File: src/rtl/instruction_fetch_if.sv
// -----------------------------------------------------------------------------
// instruction_fetch_if
//   Bundles the memory-side and decoder-side signals of the fetch stage.
//   The signal prefixes (o_/i_) are seen from the fetch stage.
//
//   Parameters:
//     ADDR_WIDTH      program counter / instruction memory address width
//
//   Signals:
//     o_Mem_Addr      instruction memory address (equals o_PC)
//     o_Mem_Req       memory read request
//     i_Mem_Ack       memory returns i_Mem_Data this cycle
//     i_Mem_Data      9-bit instruction word from memory
//     o_Instrucciones instruction register, to decoder
//     o_Valid         instruction register holds an unconsumed instruction
//     i_Ready         decoder accepts the instruction this cycle
//     i_Jump_Taken    redirect the PC on the current accept
//     i_Jump_Target   redirect address
//     o_PC            address of the instruction being fetched or held
//     o_Halted        core halted
//
//   Modports:
//     master  fetch stage side
//     slave   memory / decoder / jump unit side
// -----------------------------------------------------------------------------
interface instruction_fetch_if #(
  parameter int ADDR_WIDTH = 8
);
  logic [ADDR_WIDTH-1:0] o_Mem_Addr;
  logic                  o_Mem_Req;
  logic                  i_Mem_Ack;
  logic [8:0]            i_Mem_Data;
  logic [8:0]            o_Instrucciones;
  logic                  o_Valid;
  logic                  i_Ready;
  logic                  i_Jump_Taken;
  logic [ADDR_WIDTH-1:0] i_Jump_Target;
  logic [ADDR_WIDTH-1:0] o_PC;
  logic                  o_Halted;

  modport master (
    output o_Mem_Addr,
    output o_Mem_Req,
    input  i_Mem_Ack,
    input  i_Mem_Data,
    output o_Instrucciones,
    output o_Valid,
    input  i_Ready,
    input  i_Jump_Taken,
    input  i_Jump_Target,
    output o_PC,
    output o_Halted
  );

  modport slave (
    input  o_Mem_Addr,
    input  o_Mem_Req,
    output i_Mem_Ack,
    output i_Mem_Data,
    input  o_Instrucciones,
    input  o_Valid,
    output i_Ready,
    output i_Jump_Taken,
    output i_Jump_Target,
    input  o_PC,
    input  o_Halted
  );
endinterface

File: src/rtl/instruction_fetch.sv
// -----------------------------------------------------------------------------
// instruction_fetch
//   Fetch stage of the 9-bit microcontroller core. Holds the program counter,
//   requests words from instruction memory with a req/ack handshake, latches
//   each returned word into the instruction register and offers it to the
//   decoder with a valid/ready handshake. Each accepted instruction advances
//   the PC by one (modulo 2^ADDR_WIDTH) or loads the jump target.
//
//   Parameters:
//     ADDR_WIDTH  PC / memory address width (must match the interface)
//     RESET_ADDR  PC value after reset
//
//   Ports:
//     i_Clk       rising-edge clock
//     i_Rst       synchronous, active-high reset
//     bus         instruction_fetch_if.master (memory + decoder + jump signals)
//
//   Optional feature (macro FETCH_HALT_EN):
//     When defined, accepting the instruction 9'h1FF parks the stage in HALT
//     (no requests, o_Valid=0, o_Halted=1) until reset. When undefined,
//     9'h1FF is an ordinary instruction and o_Halted is tied to 0.
//
//   All outputs are registered; there is no combinational input-to-output path.
// -----------------------------------------------------------------------------
module instruction_fetch #(
  parameter int ADDR_WIDTH = 8,
  parameter int RESET_ADDR = 0
) (
  input logic                 i_Clk,
  input logic                 i_Rst,
  instruction_fetch_if.master bus
);

  localparam logic [ADDR_WIDTH-1:0] RESET_PC = ADDR_WIDTH'(RESET_ADDR);

`ifdef FETCH_HALT_EN
  localparam logic [8:0] HALT_WORD = 9'h1FF;

  typedef enum logic [1:0] {
    IDLE,
    REQ,
    HOLD,
    HALT
  } state_t;
`else
  typedef enum logic [1:0] {
    IDLE,
    REQ,
    HOLD
  } state_t;
`endif

  state_t                state;
  logic [ADDR_WIDTH-1:0] pc;
  logic                  mem_req;
  logic                  valid;
  logic [8:0]            instr;
  logic                  handshake;
  logic [ADDR_WIDTH-1:0] next_pc;

  // Decoder consumes the held instruction this cycle.
  assign handshake = valid && bus.i_Ready;

  // A jump target is taken verbatim; the increment wraps naturally at all-ones.
  assign next_pc = bus.i_Jump_Taken ? bus.i_Jump_Target : pc + ADDR_WIDTH'(1);

  // Fetch FSM. Every output is a register updated here, so the memory address
  // and PC change only on clock edges and the request is stable while waiting.
`ifdef FETCH_HALT_EN
  logic halted;

  always_ff @(posedge i_Clk) begin
    if (i_Rst) begin
      state   <= IDLE;
      pc      <= RESET_PC;
      mem_req <= 1'b0;
      valid   <= 1'b0;
      instr   <= 9'h000;
      halted  <= 1'b0;
    end else begin
      case (state)
        IDLE: begin
          state   <= REQ;
          mem_req <= 1'b1;
        end
        REQ: begin
          if (bus.i_Mem_Ack) begin
            instr   <= bus.i_Mem_Data;
            valid   <= 1'b1;
            mem_req <= 1'b0;
            state   <= HOLD;
          end
        end
        HOLD: begin
          if (handshake) begin
            pc    <= next_pc;
            valid <= 1'b0;
            // The halt word still updates the PC but stops further fetching.
            if (instr == HALT_WORD) begin
              state  <= HALT;
              halted <= 1'b1;
            end else begin
              state   <= REQ;
              mem_req <= 1'b1;
            end
          end
        end
        HALT: begin
          mem_req <= 1'b0;
          valid   <= 1'b0;
          halted  <= 1'b1;
        end
        default: begin
          state   <= IDLE;
          mem_req <= 1'b0;
          valid   <= 1'b0;
        end
      endcase
    end
  end

  assign bus.o_Halted = halted;
`else
  always_ff @(posedge i_Clk) begin
    if (i_Rst) begin
      state   <= IDLE;
      pc      <= RESET_PC;
      mem_req <= 1'b0;
      valid   <= 1'b0;
      instr   <= 9'h000;
    end else begin
      case (state)
        IDLE: begin
          state   <= REQ;
          mem_req <= 1'b1;
        end
        REQ: begin
          if (bus.i_Mem_Ack) begin
            instr   <= bus.i_Mem_Data;
            valid   <= 1'b1;
            mem_req <= 1'b0;
            state   <= HOLD;
          end
        end
        HOLD: begin
          if (handshake) begin
            pc      <= next_pc;
            valid   <= 1'b0;
            state   <= REQ;
            mem_req <= 1'b1;
          end
        end
        default: begin
          state   <= IDLE;
          mem_req <= 1'b0;
          valid   <= 1'b0;
        end
      endcase
    end
  end

  assign bus.o_Halted = 1'b0;
`endif

  assign bus.o_Mem_Addr      = pc;
  assign bus.o_PC            = pc;
  assign bus.o_Mem_Req       = mem_req;
  assign bus.o_Valid         = valid;
  assign bus.o_Instrucciones = instr;

endmodule

File: src/flat_wrapper.sv
// flat-port wrapper written by rule: the top's interface ports become plain ports
module instruction_fetch_flat 
#(
  parameter int ADDR_WIDTH = 8,
  parameter int RESET_ADDR = 0
)
  (i_Clk, i_Rst, bus_o_Mem_Addr, bus_o_Mem_Req, bus_i_Mem_Ack, bus_i_Mem_Data, bus_o_Instrucciones, bus_o_Valid, bus_i_Ready, bus_i_Jump_Taken, bus_i_Jump_Target, bus_o_PC, bus_o_Halted);
  instruction_fetch_if #(.ADDR_WIDTH(ADDR_WIDTH)) bus_i ();
  input logic i_Clk;
  input logic i_Rst;
  output wire logic [$bits(bus_i.o_Mem_Addr)-1:0] bus_o_Mem_Addr;
  output wire logic [$bits(bus_i.o_Mem_Req)-1:0] bus_o_Mem_Req;
  input wire logic [$bits(bus_i.i_Mem_Ack)-1:0] bus_i_Mem_Ack;
  input wire logic [$bits(bus_i.i_Mem_Data)-1:0] bus_i_Mem_Data;
  output wire logic [$bits(bus_i.o_Instrucciones)-1:0] bus_o_Instrucciones;
  output wire logic [$bits(bus_i.o_Valid)-1:0] bus_o_Valid;
  input wire logic [$bits(bus_i.i_Ready)-1:0] bus_i_Ready;
  input wire logic [$bits(bus_i.i_Jump_Taken)-1:0] bus_i_Jump_Taken;
  input wire logic [$bits(bus_i.i_Jump_Target)-1:0] bus_i_Jump_Target;
  output wire logic [$bits(bus_i.o_PC)-1:0] bus_o_PC;
  output wire logic [$bits(bus_i.o_Halted)-1:0] bus_o_Halted;
  assign bus_o_Mem_Addr = bus_i.o_Mem_Addr;
  assign bus_o_Mem_Req = bus_i.o_Mem_Req;
  assign bus_i.i_Mem_Ack = bus_i_Mem_Ack;
  assign bus_i.i_Mem_Data = bus_i_Mem_Data;
  assign bus_o_Instrucciones = bus_i.o_Instrucciones;
  assign bus_o_Valid = bus_i.o_Valid;
  assign bus_i.i_Ready = bus_i_Ready;
  assign bus_i.i_Jump_Taken = bus_i_Jump_Taken;
  assign bus_i.i_Jump_Target = bus_i_Jump_Target;
  assign bus_o_PC = bus_i.o_PC;
  assign bus_o_Halted = bus_i.o_Halted;
  instruction_fetch #(.ADDR_WIDTH(ADDR_WIDTH), .RESET_ADDR(RESET_ADDR)) u_core (.i_Clk(i_Clk), .i_Rst(i_Rst), .bus(bus_i));
endmodule
File: config.mk
export PLATFORM = sky130hd
export DESIGN_NAME = instruction_fetch_flat
export DESIGN_NICKNAME = d
export VERILOG_FILES = /design/src/rtl/instruction_fetch_if.sv /design/src/rtl/instruction_fetch.sv /design/src/flat_wrapper.sv
export SDC_FILE = /design/constraint.sdc
export NUM_CORES = 1
export LEC_CHECK = 0
export CELL_PAD_IN_SITES_DETAIL_PLACEMENT = 0
export CELL_PAD_IN_SITES_GLOBAL_PLACEMENT = 1
export CORE_UTILIZATION = 29
export DETAILED_ROUTE_END_ITERATION = 12
export PLACE_DENSITY = 0.89
export SETUP_SLACK_MARGIN = 0.2
export SYNTH_ARGS = -nofsm -noshare
export SYNTH_HDL_FRONTEND = slang
export SYNTH_SLANG_ARGS = --single-unit
File: constraint.sdc
create_clock -name i_Clk -period 1.7 [get_ports i_Clk]
set_clock_uncertainty 0.15 [all_clocks]
set_input_delay 0.34 -clock i_Clk [delete_from_list [all_inputs] [get_ports i_Clk]]
set_output_delay 0.34 -clock i_Clk [all_outputs]
set_load 0.1 [all_outputs]
* After elaboration in Yosys (flattened, before gate mapping)
Index checks and enable logic that the tools add are counted.
** Storage, ports and cells
- Register bits :: 21
- Input port bits :: 22
- Output and inout bits :: 28
- Logic and storage cells :: 27
** Operators by class
- Add/sub/neg operators :: 1
- Eq/ne operators :: 4
- Mux-type cells :: 10
- Bitwise logic cells :: 1
- Reduce and logical (&&, ||, !) cells :: 6
** Operators by type and width (count)
- $add A8 B1 Y8 const B :: 1
- $mux W8 :: 1
- $pmux W1 S3 :: 2
- $pmux W2 S3 :: 1
- $reduce_and A2 Y1 :: 3
- $mux W1 :: 4
- $mux W2 :: 2
- $reduce_and A3 Y1 :: 1
- $eq A2 B1 Y1 const B :: 1
- $eq A2 B2 Y1 const B :: 1
- $logic_not A2 Y1 :: 1
- $ne A2 B1 Y1 const B :: 1
- $ne A2 B2 Y1 const B :: 1
- $logic_and A1 B1 Y1 :: 1
- $not A1 Y1 :: 1

* Logic depth before layout (Yosys ltp)
Gate-level depths: netlist (run 1).
- Depth in word-level cells :: 3
- Depth in mapped cells :: 6
- Depth with buffers taken out :: 5

* Least setup slack after synthesis (run 1)
OpenSTA, ideal clock, no wires.
- Path type :: register to register
- Start :: reg u_core.pc[1] (netlist: u_core.bus.o_Mem_Addr[1])
- End :: reg u_core.pc[6] (netlist: u_core.bus.o_Mem_Addr[6])
- Setup time :: 0.080 ns
- Arrival :: 2.067 ns
- Required time :: 1.470 ns
- Slack :: -0.597 ns
- Cell stages (with the launch flop) :: 6
- Path buffers :: 0
- Clock period less this slack :: 2.297 ns
- Cells stage by stage :: dfxtp_1 > ha_1 > nand4_1 > o21ai_0 > a21oi_2 > a211oi_2
** Between the ends
- Cells in the longest elaborated chain, start to end :: 2
** Ends and longest elaborated chain
- start, declared :: line instruction_fetch.sv:54 : logic [ADDR_WIDTH-1:0] pc;
- start signal, assigned :: line instruction_fetch.sv:147 : pc <= next_pc;
- $add A8 B1 Y8 :: line instruction_fetch.sv:65 : assign next_pc = bus.i_Jump_Taken ? bus.i_Jump_Target : pc + ADDR_WIDTH'(1);
- $mux W8 :: line instruction_fetch.sv:65
Every way passes these cells.
A chain may end at the register's enable or synchronous reset.

* Final worst setup path (run 1)
- Start :: reg u_core.pc[0] (netlist: u_core.bus.o_Mem_Addr[0])
- End :: out bus_o_Mem_Addr[0]
** RTL lines
- end, declared :: line flat_wrapper.sv:11 : output wire logic [$bits(bus_i.o_Mem_Addr)-1:0] bus_o_Mem_Addr;
No word-level cell between the ends.

==> out/summary.txt, run 1 <==
Flop pwr share = 0.429
Worst EP required = 1.21 ns
Initial core utilization = 0.302
Crit Path Max Fanout = 7
FF+latch count, synth = 21
Layout cells sized above 1 = 0.392
Die Footprint = 4060 um2
CTS Buf Count = 3
Internal = 834 uW
Fillers = 317
Combinational Power Share = 0.301
Ports = 50
Total GRT Usage = 0.155
CTS max path bufs = 2
Iter 0 DRT Violations = 24
Net Sw Frac = 0.332
Syn nets = 144
DR vias = 1,054
Power per Cell Area = 613 nW/um2
Global-route wire length before repair = 4800 um
Cell Rows = 22
Post-synth ARST share = 0
Detailed Place HPWL = 2190 um
Largest net degree at the start of global routing = 22
Cell Chain, Critical Path = buf_12 > buf_12
Die Wd = 63.7 um
Min-Delay Startpoint = u_core.bus.o_Mem_Addr[0]
Hold Crit Depth = 2
Clock Tree Root = clkbuf_8
Clk slew on worst S/H paths = 0.07 ns
CP peak stage delay = 0.42 ns
Seq/Total Area, Yosys = 0.381
Worst R2R Path Depth = 5
Grt total ovfl = 0
RSZ-0062 raised after global routing = false
DRT Pass-1 Iters = 4
CTS Hold Buffers Added = 0
Placer Congestion = 0.729
Layout area overhead = 84.6%
Min-Delay Endpoint = u_core.bus.o_Mem_Addr[0]
Syn. warnings = 0
Vias in the first global route = 1,038
Worst path slowest cell = dfxtp_4
CP Capture Type = output pin
Remaining antenna violation count = 0
# H-tree levels = 1
Tmin final = 1.45 ns
Clock power share = 0.270
Max IR drop VDD = 399 uV
Die Height = 63.7 um
Worst min path class = register to register
Via density = 4.81
Routed wire length = 2970 um
DP Cell Count = 212
Setup CP Type = register to output pin
DRC = 0
Synth cell types = 34
Initial antenna violation count = 0
Outcome = finished clean
Core area = 3660 um2
Number of flops mapped to enable cells by yosys = 0
Startpoint types = register
Clk sink count = 21
Synth Flop Type = dfxtp_1
FMAX = 688 MHz
Fin worst setup slack = 0.247 ns
Switch Pwr = 416 uW
Design Power = 1250 uW
Pins Over Slew Limit = 0
Worst endpoint data arrival time = 0.96 ns
CTS tree = done
ANT cells = 0
WL/cell = 13.6 um
Final Hold Viols = 0
Reg-to-reg setup timing slack = 0.25 ns
Cells after synthesis = 121
Syn_area_per_cell = 9.13 um2
Worst flop-to-flop path startpoint = u_core.bus.o_Mem_Addr[0]
Reg2reg end = u_core.bus.o_Mem_Addr[6]
Clk_lat worst skew = 0.27 ns
Count of final setup violators = 0
Max-cap violations = 0
Fin crit share = 0.855
NumNets Final = 195
IO Port Bufs = 48
Post-route insts no fill = 219
Leak pwr = 0.000817 uW
Post-Syn Area = 1100 um2
Critical Path Most Common Cell = buf_12
Worst slack, placed = -0.161 ns
==> power by group through the flow <==
stage / sequential (uW) / combinational, uW / clock, uW
2_1_floorplan: 650 / 102 / 0
3_3_place_gp: 543 / 366 / 0
3_5_place_dp: 545 / 374 / 0
4_1_cts: 536 / 375 / 354
5_1_grt: 540 / 394 / 371
6_report: 536 / 376 / 338
==> sequential cells by signal (all words and copies together), names as in the netlist <==
register                    cells
u_core.bus.o_Valid              1
u_core.bus.o_Mem_Addr           8
u_core.bus.o_Mem_Req            1
u_core.bus.o_Instrucciones      9
u_core.state                    2
==> cell usage after synthesis, types with 2 or more instances <==
library cell / n / area [um2]
a21oi_1: 9 / 45.0
buf_4: 11 / 82.6
a211oi_2: 3 / 37.5
nor2_1: 19 / 71.3
nand3_1: 3 / 15.0
or3_1: 2 / 12.5
a31oi_1: 2 / 12.5
nand4_1: 2 / 12.5
nand3b_1: 2 / 15.0
nand2_1: 7 / 26.3
o21ai_0: 4 / 20.0
dfxtp_1: 21 / 420
a21oi_2: 2 / 17.5
mux2i_1: 12 / 120
inv_1: 3 / 11.3
==> how the worst max path moves through the flow <==
stage / startpoint / end / cells past startpoint
finish: u_core.bus.o_Mem_Addr[0] / bus_o_Mem_Addr[0] / 2
global route: u_core.bus.o_Mem_Addr[0] / u_core.bus.o_Mem_Addr[6] / 5
CTS: u_core.bus.o_Mem_Addr[0] / u_core.bus.o_Mem_Addr[6] / 5
detailed placement: bus_i_Ready / u_core.bus.o_Mem_Addr[7] / 4
global placement: bus_i_Ready / u_core.bus.o_Mem_Addr[7] / 5
floorplan: u_core.bus.o_Mem_Addr[0] / u_core.bus.o_Mem_Addr[6] / 5
==> worst max-delay path: cells and delay by family, from the launching register on <==
kind | cells | cell delay [ns]
flops | 1 | 0.42
buf+inv | 2 | 0.28
==> area by class of cell <==
| cell class | instances | area [um2] | area share |
|---|---|---|---|
| Clock buffer | 4 | 45.0 | 0.0221 |
| Inverter | 3 | 11.3 | 0.00552 |
| Multi-Input combinational cell | 83 | 586 | 0.287 |
| Sequential cell | 21 | 457 | 0.224 |
| Tap cell | 48 | 60.1 | 0.0294 |
| Timing Repair Buffer | 60 | 881 | 0.432 |
==> cells in the final DEF (no fill, tap or decap), drive strengths merged, types with 2 or more instances in the layout <==
cell type	netlist	final
dfxtp	21	21
nand3	4	4
or3	2	2
a211oi	4	4
inv	3	3
nand2	7	7
and4b	1	2
nand3b	2	2
buf	14	39
clkdlybuf4s50	0	20
nor2	19	19
a21oi	11	11
nand4	2	2
a31oi	2	2
o21ai	5	5
clkbuf	1	4
mux2i	12	12
==> through the flow <==
stage               hold slack (ns)  TNS, ns  utilization  cell area [um2]
finish                        0.400        0        0.557             2040
global route                  0.421        0        0.557             2040
CTS                           0.414        0        0.547             2000
detailed placement            0.400   -0.737        0.532             1950
global placement              0.386   -0.407        0.532             1950
floorplan                     0.245        0            -             1150
==> what timing repair did <==
item / 4_1_cts / 5_1_grt
hold endpoints to repair: 0 / 0
buffers inserted: 0 / 2
endpoints found under the setup margin: 3 / 4
resized for setup: 2 / 3
gates cloned: 1 / 0
pin swaps: 1 / 0
==> cells by family (layout without fill, tap and decap cells) <==
family	count (synthesis)	in the layout	synth area share
AO/OA/AOI/OAI	27	27	0.180
adder cells (fa/ha/maj)	1	1	0.0113
buffers and inverters	18	67	0.114
flip-flops	21	21	0.381
multiplexers	12	12	0.109
other	1	1	0.00339
AND/OR/NAND/NOR	41	42	0.202
==> routing by layer <==
metal,routed length (um),vias to the layer above,GRT usage
met3,231,7,0.0562
li1,-,523,-
met4,74,0,0.0852
met1,1160,482,0.159
met2,1510,42,0.271
met5,0,-,0
No activity file was read; power rests on OpenSTA's default activity.
==> inputs of run 2 (changes only) <==
--- a/config.mk
+++ b/config.mk
@@ -5,12 +5,14 @@
 export SDC_FILE = /design/constraint.sdc
 export NUM_CORES = 1
 export LEC_CHECK = 0
+export ABC_AREA = 1
 export CELL_PAD_IN_SITES_DETAIL_PLACEMENT = 0
 export CELL_PAD_IN_SITES_GLOBAL_PLACEMENT = 1
-export CORE_UTILIZATION = 29
+export CORE_UTILIZATION = 27
 export DETAILED_ROUTE_END_ITERATION = 12
 export PLACE_DENSITY = 0.89
 export SETUP_SLACK_MARGIN = 0.2
 export SYNTH_ARGS = -nofsm -noshare
 export SYNTH_HDL_FRONTEND = slang
 export SYNTH_SLANG_ARGS = --single-unit
+export TNS_END_PERCENT = 5
==> run 2 against run 1 <==
- area after synthesis shrank 4.1%
- utilization shrank 4.2 points
- hold slack lost 0.073 ns
- sequential share of layout area grew 0.66 points
- cell count grew 12%
- non-clock buffer count shrank 5
- combinational power grew 26%
- total power grew 8.4%
- routed wire length shrank 17%
- setup slack gained 0.062 ns
- critical path depth shrank 1
- synthesized cell count grew 26%
==> out/summary.txt, run 2 <==
Post-CTS sizing = 0 (was 2)
Postcts setup bufs = 0 (unchanged)
Via density = 4.33 (was 4.81)
IO Port Bufs = 48 (unchanged)
Max IR drop VDD = 296 uV (was 399 uV)
Synth cell types = 22 (was 34)
Post-Syn Area = 1060 um2 (was 1100 um2)
Most frequent cells in the layout = buf_12 (27), nand2_1 (26), clkdlybuf4s50_1 (20) (was buf_12 (30), clkdlybuf4s50_1 (20), nor2_1 (19))
CP peak stage delay = 0.44 ns (was 0.42 ns)
Number of flops mapped to enable cells by yosys = 0 (unchanged)
Grt total ovfl = 0 (unchanged)
Detailed Place HPWL = 1910 um (was 2190 um)
Design Power = 1350 uW (was 1250 uW)
Max reg flops = 9 (unchanged)
Buffers and inverters on the worst path = 1 (was 2)
Worst endpoint data arrival time = 0.90 ns (was 0.96 ns)
Post-synth ARST share = 0 (unchanged)
# H-tree levels = 1 (unchanged)
Worst path slowest cell = dfxtp_2 (was dfxtp_4)
CTS Hold Buffers Added = 0 (unchanged)
CTS max path bufs = 2 (unchanged)
Worst EP required = 1.21 ns (about the same)
Most frequent cell after synthesis = nand2_1 (was dfxtp_1)
Ports = 50 (unchanged)
Outcome = finished clean (unchanged)
Final Core Density = 0.515 (was 0.557)
Post-synth top area share = 0.397 (was 0.381)
RSZ-0062 raised after global routing = true (was false)
Pins Over Slew Limit = 0 (unchanged)
Fin Setup TNS = 0 ns (unchanged)
Reg-to-reg setup timing slack = 0.35 ns (was 0.25 ns)
Clk_lat worst skew = 0.26 ns (was 0.27 ns)
Vias in the first global route = 982 (was 1,038)
Cell Rows = 22 (unchanged)
Startpoint types = register (unchanged)
Global-route wire length before repair = 4350 um (was 4800 um)
Clock Tree Root = clkbuf_8 (unchanged)
Count of final setup violators = 0 (unchanged)
Seq/Total Area, Yosys = 0.397 (was 0.381)
Syn. warnings = 0 (unchanged)
DR vias = 1,062 (was 1,054)
Yosys top cell by area = dfxtp_1 (unchanged)
DRC = 0 (unchanged)
CP Capture Type = output pin (unchanged)
Core area = 3720 um2 (was 3660 um2)
Fin crit share = 0.818 (was 0.855)
NumNets Final = 221 (was 195)
Layout area overhead = 80.8% (was 84.6%)
Remaining antenna violation count = 0 (unchanged)
Top cells by area, synth = dfxtp_1 (40%), nand2_1 (9.6%), o21ai_0 (8.5%) (was dfxtp_1 (38%), mux2i_1 (11%), buf_4 (7.5%))
Clk slew on worst S/H paths = 0.08 ns (was 0.07 ns)
Cell Chain, Critical Path = buf_12 (was buf_12 > buf_12)
Fin worst setup slack = 0.309 ns (was 0.247 ns)
CTS tree = done (unchanged)
Die Height = 64.7 um (was 63.7 um)
Max-cap violations = 0 (unchanged)
Power per Cell Area = 707 nW/um2 (was 613 nW/um2)
Layout cells sized above 1 = 0.310 (was 0.392)
Worst min path class = input port to register (was register to register)
Routed wire length = 2460 um (was 2970 um)
Synth Flop Type = dfxtp_1 (unchanged)
ANT cells = 0 (unchanged)
Final Hold Viols = 0 (unchanged)
CP delay by family, top = flip-flops (unchanged)
Leak pwr = 0.000742 uW (was 0.000817 uW)
Top cells by count, synth = nand2_1 (27), dfxtp_1 (21), inv_1 (18), o21ai_0 (18), a21oi_1 (16) (was dfxtp_1 (21), nor2_1 (19), mux2i_1 (12))
Setup CP Type = register to output pin (unchanged)
Total GRT Usage = 0.134 (was 0.155)
DRT Pass-1 Iters = 4 (unchanged)
Clk sink count = 21 (unchanged)
Syn nets = 175 (was 144)
Crit Path Max Fanout = 7 (unchanged)
Die Footprint = 4180 um2 (was 4060 um2)
Placer Congestion = 0.774 (was 0.729)
WL/cell = 10.0 um (was 13.6 um)
Largest net degree at the start of global routing = 19 (was 22)
Iter 0 DRT Violations = 38 (was 24)
Cells after synthesis = 152 (was 121)
Tmin final = 1.39 ns (was 1.45 ns)
Die Wd = 64.7 um (was 63.7 um)
Syn_area_per_cell = 6.97 um2 (was 9.13 um2)
Initial antenna violation count = 0 (unchanged)
Most common cell after layout, fill and taps aside = buf_12 (unchanged)
FMAX = 719 MHz (was 688 MHz)
CTS Buf Count = 3 (unchanged)
FF+latch count, synth = 21 (unchanged)
Worst slack, placed = -0.0209 ns (was -0.161 ns)
Initial core utilization = 0.285 (was 0.302)
-- run 2: cell types whose count changed in the layout (fill, tap and decap cells not counted), sizes merged, moves of 5 or more --
cell and change:
buf -5, nand3 +5, inv +18, a21oi +8
o21ai +15, mux2i -12, nand2 +20
-- run 2: stage by stage --
stage | cell area [um2] | cells | hold WS [ns]
after floorplan | 1080 | 152 | 0.341
after global placement | 1860 | 241 | 0.320
after detailed placement | 1860 | 241 | 0.324
after CTS | 1900 | 245 | 0.336
after global routing | 1920 | 245 | 0.353
final | 1920 | 245 | 0.328
-- run 2: final timing paths --
kind | start | end | cells after the start
setup / recovery | u_core.bus.o_Mem_Addr[5] | bus_o_PC[5] | 1
hold / removal | bus_i_Ready | u_core.state[1] | 4
setup reg to reg | u_core.bus.o_Mem_Addr[0] | u_core.bus.o_Mem_Addr[6] | 7
hold reg to reg | u_core.bus.o_Instrucciones[0] | u_core.bus.o_Instrucciones[0] | 2
-- run 2: report_power, final --
part	internal [uW]	switching, uW
Sequential	520	36.5
Combinational	183	289
Clock	163	162
Total	867	488
-- run 2: cell type report --
cell class	instances	area [um2]
flip-flops and latches	21	442
clock buffers	3	41.3
fillers	369	1800
multi-input cells	96	477
clock inverters	1	5.00
inverters	21	81.3
well taps	48	60.1
repair buffers	55	810
-- run 2: cell families (layout without fill, tap and decap cells) --
logic type,Yosys count,in the layout,synth area share
other cells,1,1,0.00354
fa+ha+maj,1,1,0.0118
compound gates,40,40,0.201
flops,21,21,0.397
buf+inv,35,80,0.161
simple gates,54,54,0.227
-- run 2: routing by layer --
layer  vias up  track usage  wire length, um
li1        566            -                -
met1       463        0.166             1120
met2        33        0.224             1210
met3         0       0.0194              124
met4         0       0.0667                0
met5         -            0                0
==> inputs of run 3 (changes only) <==
--- a/config.mk
+++ b/config.mk
@@ -8,9 +8,9 @@
 export ABC_AREA = 1
 export CELL_PAD_IN_SITES_DETAIL_PLACEMENT = 0
 export CELL_PAD_IN_SITES_GLOBAL_PLACEMENT = 1
-export CORE_UTILIZATION = 27
+export CORE_UTILIZATION = 24
 export DETAILED_ROUTE_END_ITERATION = 12
-export PLACE_DENSITY = 0.89
+export PLACE_DENSITY = 0.85
 export SETUP_SLACK_MARGIN = 0.2
 export SYNTH_ARGS = -nofsm -noshare
 export SYNTH_HDL_FRONTEND = slang
==> constraint.sdc (replaced) <==
create_clock -name i_Clk -period 1.26 [get_ports i_Clk]
set_clock_uncertainty 0.15 [all_clocks]
set_input_delay 0.252 -clock i_Clk [delete_from_list [all_inputs] [get_ports i_Clk]]
set_output_delay 0.252 -clock i_Clk [all_outputs]
set_load 0.1 [all_outputs]
==> run 3 against run 2 <==
- the flow now finishes with violations (negative setup slack)
- via count up 7.3%
- non-clock buffer count rose by 12
- cell count rose by 5.7%
- die area grew 12%
- largest power group unchanged
- critical endpoint is now bus_o_PC[2]
- clock power up 35%
- sequential cell count did not move
- highest routed layer is now met4
==> out/summary.txt, run 3 (synthesis gave the netlist of run 2 again) <==
Worst slack, placed = -0.426 ns (was -0.0209 ns)
Fin worst setup slack = -0.137 ns (was 0.309 ns)
Layout area overhead = 107% (was 80.8%)
Total GRT Usage = 0.126 (was 0.134)
Outcome = finished, violations left (was finished clean)
DP Area = 1990 um2 (was 1860 um2)
Worst R2R Path Depth = 6 (was 7)
Ports = 50 (unchanged)
Setup CP Type = register to output pin (unchanged)
Largest net degree at the start of global routing = 19 (unchanged)
Max reg flops = 9 (unchanged)
Most frequent cells in the layout = buf_12 (29), nand2_1 (26), inv_1 (18), clkdlybuf4s50_1 (18), a21oi_1 (12) (was buf_12 (27), nand2_1 (26), clkdlybuf4s50_1 (20))
FMAX = 716 MHz
Clock Tree Root = clkbuf_8 (unchanged)
DRC = 0 (unchanged)
Most common cell after layout, fill and taps aside = buf_12 (unchanged)
# H-tree levels = 1 (unchanged)
Clock power share = 0.228 (was 0.240)
IO Port Bufs = 48 (unchanged)
Detailed Place HPWL = 2120 um (was 1910 um)
Worst min path class = register to register (was input port to register)
Net Sw Frac = 0.366 (was 0.360)
DRT Pass-1 Iters = 4 (unchanged)
Count of final setup violators = 14 (was 0)
Vias in the first global route = 1,063 (was 982)
CTS Buf Count = 3 (unchanged)
Hold Worst Slack = 0.314 ns (was 0.328 ns)
Cell Rows = 23 (was 22)
Pins Over Slew Limit = 0 (unchanged)
Multi-input gate area = 577 um2 (was 477 um2)
Die Wd = 68.5 um (was 64.7 um)
Clk_lat worst skew = 0.25 ns (was 0.26 ns)
Fillers = 361 (was 369)
Remaining antenna violation count = 0 (unchanged)
CTS tree = done (unchanged)
CTS Hold Buffers Added = 0 (unchanged)
Fin Setup TNS = -0.880 ns (was 0 ns)
Grt total ovfl = 0 (unchanged)
Initial core utilization = 0.258 (was 0.285)
Layout cells sized above 1 = 0.478 (was 0.310)
Register Area = 472 um2 (was 442 um2)
Clk sink count = 21 (unchanged)
DR vias = 1,139 (was 1,062)
Crit Path Max Fanout = 3 (was 7)
Postcts setup bufs = 0 (unchanged)
Iter 0 DRT Violations = 24 (was 38)
RSZ-0062 raised after global routing = true (unchanged)
Die Height = 68.5 um (was 64.7 um)
Max IR drop VDD = 465 uV (was 296 uV)
Power per Cell Area = 873 nW/um2 (was 707 nW/um2)
CTS max path bufs = 2 (unchanged)
Internal = 1220 uW (was 867 uW)
Final Hold Viols = 0 (unchanged)
NumNets Final = 233 (was 221)
Global-route wire length before repair = 4450 um (was 4350 um)
Fin area = 2200 um2 (was 1920 um2)
Failing checks = negative setup slack
Worst EP required = 0.86 ns (was 1.21 ns)
CP Capture Type = output pin (unchanged)
Core area = 4120 um2 (was 3720 um2)
Worst endpoint data arrival time = 1.00 ns (was 0.90 ns)
Placer Congestion = 0.766 (was 0.774)
Tmin final = 1.40 ns
Max-cap violations = 0 (unchanged)
Initial antenna violation count = 0 (unchanged)
Via density = 4.40 (was 4.33)
Clk slew on worst S/H paths = 0.08 ns (about the same)
Hold Crit Depth = 2 (was 4)
Combinational Power Share = 0.378 (was 0.349)
Die Footprint = 4690 um2 (was 4180 um2)
Flop pwr share = 0.394 (was 0.411)
Switch Pwr = 702 uW (was 488 uW)
Fin crit share = 1.11
Routed wire length = 2810 um (was 2460 um)
Startpoint types = register (unchanged)
WL/cell = 10.8 um (was 10.0 um)
Leak pwr = 0.000846 uW (was 0.000742 uW)
ANT cells = 0 (unchanged)
-- run 3: cell types whose count changed in the layout (fill, tap and decap cells not counted), moves of 2 or more --
cell,before,now
a21oi_1,16,12
a21oi_2,3,7
buf_12,27,29
buf_6,1,10
clkdlybuf4s50_1,20,18
dfxtp_1,12,0
dfxtp_2,5,11
dfxtp_4,4,10
dlygate4sd2_1,0,3
o21ai_0,17,7
o21ai_2,0,8
o21ai_4,0,2
-- run 3: stage by stage --
| step | utilization | std cells | power [uW] |
|---|---|---|---|
| after floorplan | - | 152 | 1140 |
| after global placement | 0.483 | 255 | 1430 |
| after detailed placement | 0.483 | 255 | 1430 |
| after CTS | 0.524 | 259 | 1920 |
| after global routing | 0.534 | 259 | 2000 |
| final | 0.534 | 259 | 1920 |
-- run 3: power groups by stage --
stage               combinational, uW  sequential [uW]  clock, uW
global route                      760              760        477
CTS                               710              756        458
finish                            724              755        438
global placement                  669              758          0
floorplan                         135             1000          0
detailed placement                672              760          0
-- run 3: critical path: stages (launching register included) --
cell	delay, ns
dfxtp_4	0.35
buf_6	0.11
buf_6	0.12
buf_12	0.16
-- run 3: what timing repair did --
action | 4_1_cts | 5_1_grt
setup endpoints to repair | 48 | 48
pin swaps | 11 | 11
cloned | 0 | 0
resized for setup | 54 | 10
-- run 3: per-layer routing --
metal	vias to the layer above	GRT usage	part of all wire
li1	591	-	-
met5	-	0	0
met3	2	0.0217	0.064
met2	38	0.225	0.49
met1	508	0.154	0.44
met4	0	0.0313	0.0028
-- run 3: final timing paths --
check,startpoint,end,slack [ns]
worst max-delay path,u_core.bus.o_Mem_Addr[2],bus_o_PC[2],-0.14
worst min register to register,u_core.bus.o_Instrucciones[3],u_core.bus.o_Instrucciones[3],0.31
worst max register to register,u_core.bus.o_Mem_Addr[1],u_core.bus.o_Mem_Addr[6],-0.04
worst min-delay path,u_core.bus.o_Instrucciones[3],u_core.bus.o_Instrucciones[3],0.31
-- run 3: layout make-up --
class	count	share of cell area
clock inverter	1	0.00228
sequential	21	0.215
timing repair buffer	67	0.434
inverter	21	0.0393
clock buffer	3	0.0188
multi-input combinational	96	0.263
tap	50	0.0285
